$ cat config.mk
export PLATFORM = sky130hd
export DESIGN_NAME = mem_port_arbiter
export DESIGN_NICKNAME = d
export VERILOG_FILES = /design/src/rtl/mem_port_arbiter.sv
export SDC_FILE = /design/constraint.sdc
export NUM_CORES = 1
export LEC_CHECK = 0
export CAP_MARGIN = 20
export CORE_MARGIN = 2
export CORE_UTILIZATION = 35
export DETAILED_ROUTE_END_ITERATION = 7
export DONT_BUFFER_PORTS = 1
export GPL_TIMING_DRIVEN = 1
export PLACE_DENSITY_LB_ADDON = 0.08
export SYNTH_ARGS = -nofsm -noshare
export SYNTH_HDL_FRONTEND = slang
export SYNTH_SLANG_ARGS = --single-unit
$ cat constraint.sdc
create_clock -name clk_50 -period 4.6 [get_ports clk_50]
set_clock_uncertainty 0.05 [all_clocks]
set_input_delay 0.92 -clock clk_50 [delete_from_list [all_inputs] [get_ports clk_50]]
set_output_delay 0.92 -clock clk_50 [all_outputs]
set_load 0.05 [all_outputs]
$ cat src/rtl/mem_port_arbiter.sv
// mem_port_arbiter: shares the byte-wide memory bank between the UART boot
// loader (ld_*) and the CPU control FSM (cpu_*). Each granted 32-bit word
// request is sequenced as four big-endian byte accesses (addr+0 = [31:24]),
// followed by a drain cycle for the last synchronous read byte and a single
// ack cycle. Request-to-ack latency is 6 cycles for reads and writes alike.
//
// Optional build macro ARB_ROUND_ROBIN_EN: when defined, simultaneous
// requests alternate (grant goes to the requester that is not `owner`);
// when undefined, the loader has fixed priority over the CPU.
module mem_port_arbiter #(
    parameter int ADDR_W = 16
) (
    input  logic              clk_50,
    input  logic              rst_board_n,
    input  logic              ld_req,
    input  logic              ld_we,
    input  logic [ADDR_W-1:0] ld_addr,
    input  logic [31:0]       ld_wdata,
    output logic              ld_ack,
    input  logic              cpu_req,
    input  logic              cpu_we,
    input  logic [ADDR_W-1:0] cpu_addr,
    input  logic [31:0]       cpu_wdata,
    output logic              cpu_ack,
    output logic [31:0]       rdata,
    output logic              owner,
    output logic              busy,
    output logic              mem_en,
    output logic              mem_we,
    output logic [ADDR_W-1:0] mem_addr,
    output logic [7:0]        mem_wdata,
    input  logic [7:0]        mem_rdata
);

    typedef enum logic [1:0] {
        IDLE  = 2'd0,
        XFER  = 2'd1,
        DRAIN = 2'd2,
        ACK   = 2'd3
    } state_t;

    // Word-aligned address mask; low two bits of requester addresses are ignored.
    localparam logic [ADDR_W-1:0] ALIGN_MASK = {{(ADDR_W-2){1'b1}}, 2'b00};

    state_t            state_q, state_d;
    logic [1:0]        cnt_q;
    logic              owner_q;
    logic [31:0]       rdata_q;
    logic              we_q;
    logic [ADDR_W-1:0] base_q;
    logic [31:0]       wdata_q;
    logic [23:0]       asm_q;
    logic              any_req;
    logic              grant_ld;
    logic              start;

    // Big-endian byte lane k of a word: k=0 is the most significant byte.
    function automatic logic [7:0] be_byte(input logic [31:0] w, input logic [1:0] k);
        logic [7:0] b;
        case (k)
            2'd0:    b = w[31:24];
            2'd1:    b = w[23:16];
            2'd2:    b = w[15:8];
            default: b = w[7:0];
        endcase
        return b;
    endfunction

    assign any_req = ld_req | cpu_req;
    assign start   = (state_q == IDLE) && any_req;

`ifdef ARB_ROUND_ROBIN_EN
    // On contention the previous owner yields; a lone request always wins.
    assign grant_ld = ld_req & (~cpu_req | ~owner_q);
`else
    // Fixed priority: the loader always wins when it asks.
    assign grant_ld = ld_req;
`endif

    // FSM state register.
    always_ff @(posedge clk_50 or negedge rst_board_n) begin
        if (!rst_board_n) state_q <= IDLE;
        else              state_q <= state_d;
    end

    // Next-state logic and memory/ack strobes decoded from the current state.
    always_comb begin
        state_d   = state_q;
        mem_en    = 1'b0;
        mem_we    = 1'b0;
        mem_addr  = '0;
        mem_wdata = 8'h00;
        ld_ack    = 1'b0;
        cpu_ack   = 1'b0;
        case (state_q)
            IDLE: begin
                if (any_req) state_d = XFER;
            end
            XFER: begin
                mem_en    = 1'b1;
                mem_we    = we_q;
                // base is aligned, so OR-ing the lane index never carries out.
                mem_addr  = base_q | {{(ADDR_W-2){1'b0}}, cnt_q};
                mem_wdata = be_byte(wdata_q, cnt_q);
                if (cnt_q == 2'd3) state_d = DRAIN;
            end
            DRAIN: begin
                state_d = ACK;
            end
            ACK: begin
                ld_ack  = owner_q;
                cpu_ack = ~owner_q;
                state_d = IDLE;
            end
            default: state_d = IDLE;
        endcase
    end

    // Grant owner, byte counter and the returned read word.
    always_ff @(posedge clk_50 or negedge rst_board_n) begin
        if (!rst_board_n) begin
            cnt_q   <= 2'd0;
            owner_q <= 1'b0;
            rdata_q <= 32'h0;
        end else begin
            if (start) begin
                owner_q <= grant_ld;
                cnt_q   <= 2'd0;
            end else if (state_q == XFER) begin
                cnt_q <= cnt_q + 2'd1;
            end
            // Last byte arrives during DRAIN; publish the full word for the ack cycle.
            if ((state_q == DRAIN) && !we_q) rdata_q <= {asm_q, mem_rdata};
        end
    end

    // Transaction capture at grant and read-byte assembly (data only, no reset).
    always_ff @(posedge clk_50) begin
        if (start) begin
            we_q    <= grant_ld ? ld_we : cpu_we;
            base_q  <= (grant_ld ? ld_addr : cpu_addr) & ALIGN_MASK;
            wdata_q <= grant_ld ? ld_wdata : cpu_wdata;
        end
        // Bytes 0..2 return one cycle after their strobe, i.e. while k = 1..3.
        if ((state_q == XFER) && (cnt_q != 2'd0) && !we_q)
            asm_q <= {asm_q[15:0], mem_rdata};
    end

    assign busy  = (state_q != IDLE);
    assign owner = owner_q;
    assign rdata = rdata_q;

endmodule

==> impl_metrics.tcl <==
set metrics [dict create \
    rsz0062_at_grt "no" \
    grt_pass1_wl_um 14000 \
    crit_path_end_kind "output port" \
    fin_crit_sh_pct 70.4 \
    fin_tns_setup_ps 0 \
    fmax_mhz 309 \
    clk_root_buffer_cell "clkbuf_16" \
    ys_seq_elements 108 \
    status "complete, no violations" \
    io_buffer_count 0 \
    crit_fanout 27 \
    htreeDepth 3 \
    drtPass1Iterations 4 \
    routed-wl-met2_um 4330 \
    via_count 2284 \
    ys_seq_area_share_pct 64.7 \
    setup_slack_ps 1360 \
    clkPwrFrac_pct 18.1 \
    holdWs_ps 209 \
    tightestPinTransition_ps 987 \
    die_h_um 120 \
    synthFlopType "edfxtp_1" \
    via_per_inst 4.89 \
    grt_usage_pct 13.3 \
    drc 0 \
    fillers 1236 \
    power_density_mw_per_mm2 770 \
    drt_iter0_drc 175 \
    p_int_mw 2.22 \
    netlist_instances 277 \
    nets 406 \
    setup_viol 0 \
    p_seq_share_pct 52.1 \
    critPathLaunchType "flop" \
    gr-total-overflow 0 \
    initial_core_util_pct 35.8 \
    dp_slack_ps 1670 \
    syn_area_sq_mm 0.00473 \
    wl_met1_um 3800 \
    swShare_pct 44.6 \
    gp_congestion 0.733 \
    hold_class "primary input to async pin" \
    antenna_left 0 \
    die_width_um 120 \
    io_pins 172 \
    wl_per_cell_um 19.7 \
    vdd_ir_drop_max_uv 262 \
    antenna_found_initial 0 \
    avgSynthCellArea_sq_um 17.1 \
    ys_async_sr_fraction_pct 34.3 \
    layout-drive-gt1-share_pct 39.5 \
    synth.area.top_cells "edfxtp_1 45%, dfrtp_1 20%, mux2_2 12%" \
    synth_top_area_share_pct 45.1 \
    synth_edf_count 71 \
    switchingPower_mw 1.79 \
    maxSlewViolCount 0 \
    clk_latency_ps 350 \
    top_layer "met4" \
    clk_path_buf_depth 2 \
    synthesis.nets 397 \
    grt_pass1_vias 2398 \
    die_area_sq_mm 0.0144 \
    critPathKind "flop to output port" \
    cts_hold_buf 0 \
    ys_warn_count 0 \
    fp-row-count 42 \
    dp.final_hpwl_um 6260 \
    post_cts_resized 0 \
    relSlewSlack_pct 34.0 \
    route.met3.wl_um 999 \
    cts_buffers 9 \
    wl_um 9190 \
    cts.sinks 108 \
    yosysTopAreaCell "edfxtp_1" \
    p_leak_nw 1.94 \
    cts_tree "done" \
    clk_pin_slew_ps 70 \
    synthToLayoutAreaGrowth_pct 10.1 \
    synth_cell_types 24 \
    cp.required_ps 3630 \
    fin_crit_ps 3240 \
    core_sq_mm 0.0132 \
    cp_data_arrival_time_ps 2270 \
    diodes 0 \
    hold_viol_final 0 \
    grt_max_degree 50 \
    comb_power_share_pct 29.7 \
    drv_cap 0 \
    cts_setup_buffers 0 \
]
[power groups by stage]
stage / Combinational (mW) / Sequential [mW] / Clock [mW]
after floorplan: 1.03 / 2.05 / 0
after global placement: 1.20 / 2.11 / 0
after detailed placement: 1.21 / 2.12 / 0
after CTS: 1.21 / 2.10 / 0.761
after global routing: 1.28 / 2.13 / 0.796
final: 1.19 / 2.09 / 0.727
[through the flow]
| step | cell area, sq um | power (mW) | cells | utilization, % |
|---|---|---|---|---|
| 5_1_grt | 5200 | 4.21 | 467 | 39.4 |
| 3_5_place_dp | 4930 | 3.32 | 451 | 37.4 |
| 2_1_floorplan | 4730 | 3.09 | 277 | - |
| 3_3_place_gp | 4930 | 3.31 | 451 | 37.4 |
| 4_1_cts | 5200 | 4.07 | 467 | 39.4 |
| 6_report | 5200 | 4.01 | 467 | 39.4 |
[path summary, 6_finish.rpt]
check                                  startpoint                    end  slack (ps)  depth (start not counted)
max                        state_q[1]$_DFFE_PN0P_           mem_wdata[1]        1360                          5
min                                   rst_board_n  rdata[24]$_DFFE_PN0P_         210                          0
max reg2reg                state_q[0]$_DFFE_PN0P_   base_q[13]$_DFFE_PP_        1920                          5
min reg2reg                    asm_q[5]$_DFFE_PP_    asm_q[13]$_DFFE_PP_         400                          0
max in group asynchronous             rst_board_n  rdata[12]$_DFFE_PN0P_        4200                          0
min in group clk_50            asm_q[5]$_DFFE_PP_    asm_q[13]$_DFFE_PP_         400                          0
[area by class of cell]
cell class / count / area (sq um) / area share [%]
Sequential cell: 108 / 3060 / 58.8
Multi-Input combinational cell: 146 / 1520 / 29.2
Clock buffer: 9 / 225 / 4.33
Tap cell: 176 / 220 / 4.23
Timing Repair Buffer: 14 / 105 / 2.02
Clock inverter: 7 / 47.5 / 0.914
Inverter: 7 / 26.3 / 0.505
[routing by layer]
metal | global-route usage [%] | vias up
li1 | - | 1049
met1 | 17.0 | 1106
met4 | 4.19 | 0
met3 | 6.98 | 4
met5 | 0 | -
met2 | 19.6 | 125
[registers in the layout (all words and copies together), names as in the netlist]
register	cells
rdata	32
wdata_q	32
asm_q	24
base_q	14
cnt_q	2
state_q	2
owner	1
we_q	1
[worst max-delay path, cell delays in order, from the launching register on]
cell and delay [ps]:
dfrtp_1 420, inv_1 120, ha_1 740, o21ai_0 230, a21oi_1 170, buf_4 220
[cell families after synthesis]
logic type	share of synthesized area [%]
fa+ha+maj	2.65
mux	21.9
compound gates	3.89
buf+inv	3.57
flops	64.7
xor+xnor	0.185
simple gates	3.12
[synthesized netlist by cell type, types with 2 or more instances]
cell / number
a21oi_1: 8
a222oi_1: 8
and2_1: 16
buf_12: 3
buf_2: 3
buf_4: 2
buf_6: 3
clkbuf_1: 5
dfrtp_1: 37
edfxtp_1: 71
ha_1: 10
inv_1: 6
mux2_2: 50
mux2_4: 30
mux2i_1: 2
nor2_1: 7
nor2b_1: 2
o21ai_0: 8
[cell usage in the layout (no fill, tap or decap)]
cell       instances
o21ai_0            8
xnor2_1            1
nor2_1             6
edfxtp_1          71
nor3_2             1
a222oi_1           8
a21oi_1            8
clkinv_4           1
nand2_1            1
mux2_4            30
nor2_4             1
inv_4              1
mux2i_1            2
inv_1              6
inv_2              1
clkinv_2           3
a22o_1             1
and2_1            16
nor2b_4            1
a2bb2oi_2          1
mux2_2            50
buf_4             14
ha_1              10
inv_6              2
clkbuf_16          9
nor2b_1            1
dfrtp_1           37
(Power assumes the default switching activity.)
==> variant 1, RTL diff (same flow settings) <==
The option `ARB_ROUND_ROBIN_EN` is turned on by a define.
--- a/src/rtl/mem_port_arbiter.sv
+++ b/src/rtl/mem_port_arbiter.sv
@@ -7,6 +7,8 @@
 // Optional build macro ARB_ROUND_ROBIN_EN: when defined, simultaneous
 // requests alternate (grant goes to the requester that is not `owner`);
 // when undefined, the loader has fixed priority over the CPU.
+`define ARB_ROUND_ROBIN_EN
+
 module mem_port_arbiter #(
     parameter int ADDR_W = 16
 ) (
Behaviour: not the same (a bounded check fails within 10 cycles, from zero or initial values and one cycle with rst_board_n low).
==> variant 1 against the original RTL <==
- via count rose by 0.66%
- total power fell by 0.43%
- non-clock buffer count rose by 1
- die area rose by 0.33%
- area after synthesis rose by 0.34%
- cell area rose by 0.48%
- sequential cell count did not move
- setup slack improved by 0.12 ns
- critical path depth fell by 1
- wire length fell by 7.1%
==> variant 1: results (changes against the original RTL) <==
| Metric | Value |
|---|---|
| Leak | 1.97 nW (was 1.94 nW) |
| Status | finished, final reports clean (unchanged) |
| Final GP Congestion | 0.660 (was 0.733) |
| CP max-delay cell | and2_1 (was ha_1) |
| Vias in the first global route | 2329 (was 2398) |
| FF-to-FF setup slack | 2.07 ns (was 1.92 ns) |
| Seq/Total Area, Yosys | 0.645 (was 0.647) |
| Final non-filler cell total | 469 (was 467) |
| Syn Nets | 398 (was 397) |
| First-pass GRT wire length | 12.7 mm (was 14.0 mm) |
| 1st-iter DRT viols | 153 (was 175) |
| Crit path max fanout | 15 (was 27) |
| Worst vdd ir | 0.000260 V (was 0.000262 V) |
| Unique masters post-synth | 25 (was 24) |
| Worst path arrival time | 2.15 ns (was 2.27 ns) |
| Avg Inst Size Synth | 17.1 um^2 (about the same) |
| Share of post-route cells with drive strength above 1 | 0.386 (was 0.395) |
| Average routed wire per standard cell | 18.2 um (was 19.7 um) |
| Final net count | 408 (was 406) |
| WHS | 0.208 ns (was 0.209 ns) |
| Vias per cell | 4.90 (was 4.89) |
| Gr usage total | 0.119 (was 0.133) |
| Dpl hpwl | 5.97 mm (was 6.26 mm) |
| Synth top area cells | edfxtp_1 (45%), dfrtp_1 (20%), mux2_2 (11%) (was edfxtp_1 (45%), dfrtp_1 (20%), mux2_2 (12%)) |
| Top cells by count, synth | edfxtp_1 (71), mux2_2 (48), dfrtp_1 (37), mux2_4 (30), and2_1 (16) (was edfxtp_1 (71), mux2_2 (50), dfrtp_1 (37), mux2_4 (30), and2_1 (16)) |
| Worst path max stage delay | 0.49 ns (was 0.74 ns) |
## variant 1: worst max-delay path by stage
| stage | cells after the start | slack, ns | end |
|---|---|---|---|
| CTS | 4 | 1.41 | mem_we |
| global placement | 4 | 1.80 | mem_we |
| floorplan | 4 | 1.04 | base_q[10] |
| detailed placement | 4 | 1.79 | mem_we |
| global route | 4 | 1.33 | mem_addr[3] |
| finish | 4 | 1.48 | mem_addr[10] |
## variant 1: kinds of logic (layout without fill, tap and decap cells)
kind of cell	after synthesis	after routing	share of synthesized area
buf+inv	23	38	0.0367
xor+xnor	1	1	0.00185
mux	82	82	0.218
flops	108	108	0.645
simple gates	26	26	0.0306
fa+ha+maj	10	10	0.0264
compound gates	28	28	0.0417
## variant 1: routing by layer
metal | share of wire | track usage | vias up
li1 | - | - | 1060
met1 | 0.41 | 0.137 | 1131
met2 | 0.49 | 0.194 | 96
met3 | 0.081 | 0.0415 | 12
met4 | 0.022 | 0.0632 | 0
met5 | 0 | 0 | -
## variant 1: report_power, final
group          internal, mW  leakage (nW)  switching, mW
logic                 0.435         0.736          0.740
clock network         0.374         0.135          0.352
registers              1.39          1.09          0.699
total                  2.20          1.97           1.79
## variant 1: layout make-up
type                       count  area, um^2
multi-input combinational    147        1530
sequential                   108        3060
clock buffer                  10         229
tap                          176         220
inverter                       7        26.3
clock inverter                 6        47.5
timing repair buffer          15         113
fill                        1239        8020
## variant 1: critical path: cells and delay by family (launching register included)
family	cells	cell delay [ns]
buffers and inverters	2	0.46
adders and majority gates	1	0.44
and+or+nand+nor	1	0.49
DFF	1	0.41
## variant 1: metrics by stage
stage	cell area (um^2)	worst slack (ns)
2_1_floorplan	4740	1.04
3_3_place_gp	4950	1.80
3_5_place_dp	4950	1.79
4_1_cts	5230	1.41
5_1_grt	5230	1.33
6_report	5230	1.48
==> variant 2, RTL diff (same settings) <==
Without the edit above. Encoding of `state_t`: now one-hot (4 bits for 4 states).
--- a/src/rtl/mem_port_arbiter.sv
+++ b/src/rtl/mem_port_arbiter.sv
@@ -32,11 +32,11 @@
     input  logic [7:0]        mem_rdata
 );
 
-    typedef enum logic [1:0] {
-        IDLE  = 2'd0,
-        XFER  = 2'd1,
-        DRAIN = 2'd2,
-        ACK   = 2'd3
+    typedef enum logic [3:0] {
+        IDLE  = 4'b0001,
+        XFER  = 4'b0010,
+        DRAIN = 4'b0100,
+        ACK   = 4'b1000
     } state_t;
 
     // Word-aligned address mask; low two bits of requester addresses are ignored.
Behaviour: same outputs for any inputs over 10 cycles, from zero or initial values and one cycle with rst_board_n low; not proved beyond that.
==> variant 2 against the original RTL <==
- area after synthesis is 0.24% higher
- setup slack worse by 0.092 ns
- global-route usage is 0.71 points lower
- sequential power is 30% lower
- wire length is 3.4% lower
- total power is 26% lower
- cell area is 0.41% higher
- clock power is 7.7% higher
- sequential cell count is 2 higher
- critical path depth is 3 lower
- synthesized cell count is 0.72% lower
- hold slack better by 0.00070 ns
- non-clock buffer count is 2 lower
- first-iteration DRC count is 18% lower
- largest cell class unchanged
==> variant 2: results (changes against the original RTL) <==
| Metric | Value |
|---|---|
| Routing usage on met3 | 0.0651 (was 0.0698) |
| Worst vdd ir | 0.000283 V (was 0.000262 V) |
| Critical Path Source | state_q[3] (was state_q[1]) |
| Mux cell area share after synthesis | 0.212 (was 0.219) |
| Vias post-DR | 2294 (was 2284) |
| RR Endpoint | wdata_q[16] (was base_q[13]) |
| Crit path max fanout | 7 (was 27) |
| Worst Setup EP | mem_addr[0] (was mem_wdata[1]) |
| Vias in the first global route | 2413 (was 2398) |
| Leak | 1.96 nW (was 1.94 nW) |
| Clk Tree Root Cell | clkbuf_16 (unchanged) |
| Share of post-route cells with drive strength above 1 | 0.404 (was 0.395) |
| 1st-iter DRT viols | 143 (was 175) |
| FFs w/ async S/R, synth | 0.355 (was 0.343) |
| Worst-Margin Slew | 1.07 ns (was 0.987 ns) |
| WL final | 8.88 mm (was 9.19 mm) |
| Final GP Congestion | 0.685 (was 0.733) |
| Unique masters post-synth | 32 (was 24) |
| Adder-cell area share of the yosys netlist | 0.0106 (was 0.0265) |
| Met2 usage | 0.191 (was 0.196) |
| Synth top area cells | edfxtp_1 (45%), dfrtp_1 (20%), mux2_2 (12%) (unchanged) |
| Status | finished, final reports clean (unchanged) |
| Top cells by count, synth | edfxtp_1 (71), mux2_2 (49), dfrtp_1 (38), mux2_4 (30), and2_1 (16) (was edfxtp_1 (71), mux2_2 (50), dfrtp_1 (37), mux2_4 (30), and2_1 (16)) |
| R2R cell count | 3 (was 5) |
| First-pass GRT wire length | 13.6 mm (was 14.0 mm) |
| Post-Synth XOR/XNOR Area | 0 (was 0.00185) |
| FF-to-FF setup slack | 1.88 ns (was 1.92 ns) |
| Dpl hpwl | 5.85 mm (was 6.26 mm) |
| Met1 Use GR | 0.153 (was 0.170) |
| Seq/Total Area, Yosys | 0.656 (was 0.647) |
==> variant 2: cell count changes in the layout (fill, tap and decap cells not counted), moves of 2 or more <==
cell	unedited run	this run
nor4b_2	0	2
o21ai_0	8	6
mux2i_1	2	0
inv_1	6	4
inv_6	2	0
nand2_1	1	5
o21ai_2	0	2
clkbuf_16	9	11
ha_1	10	4
buf_4	14	12
a21oi_1	8	10
nor2_1	6	2
==> variant 2: cell type report <==
| class | instances | area, um^2 |
|---|---|---|
| Timing Repair Buffer | 12 | 90.1 |
| Sequential cell | 110 | 3110 |
| Multi-Input combinational cell | 144 | 1470 |
| Clock buffer | 12 | 279 |
| Clock inverter | 4 | 25.0 |
| Tap cell | 176 | 220 |
| Inverter | 5 | 26.3 |
| Fill cell | 1246 | 8020 |
==> variant 2: stage by stage <==
step	instances	hold WS (ns)	setup slack [ns]	total power, mW
4_1_cts	463	0.184	1.25	3.01
3_5_place_dp	447	0.386	1.64	2.21
6_report	463	0.209	1.27	2.95
5_1_grt	463	0.182	1.15	3.10
3_3_place_gp	447	0.380	1.65	2.21
2_1_floorplan	275	0.377	1.32	2.05
==> variant 2: report_power, final <==
part | internal, mW | leakage, nW | total (mW) | switching (mW)
registers | 1.29 | 1.19 | 1.47 | 0.183
logic | 0.199 | 0.616 | 0.702 | 0.503
clock network | 0.433 | 0.153 | 0.783 | 0.350
==> variant 2: layer usage <==
metal,routed length [um],up-vias
met5,0,-
met4,119,0
met3,935,9
met2,4050,113
met1,3770,1124
li1,-,1048
==> variant 2: worst max-delay path: stages, from the launching register on <==
cell and delay (ns):
dfrtp_1 0.41, or4b_1 0.73, nor2_1 0.87
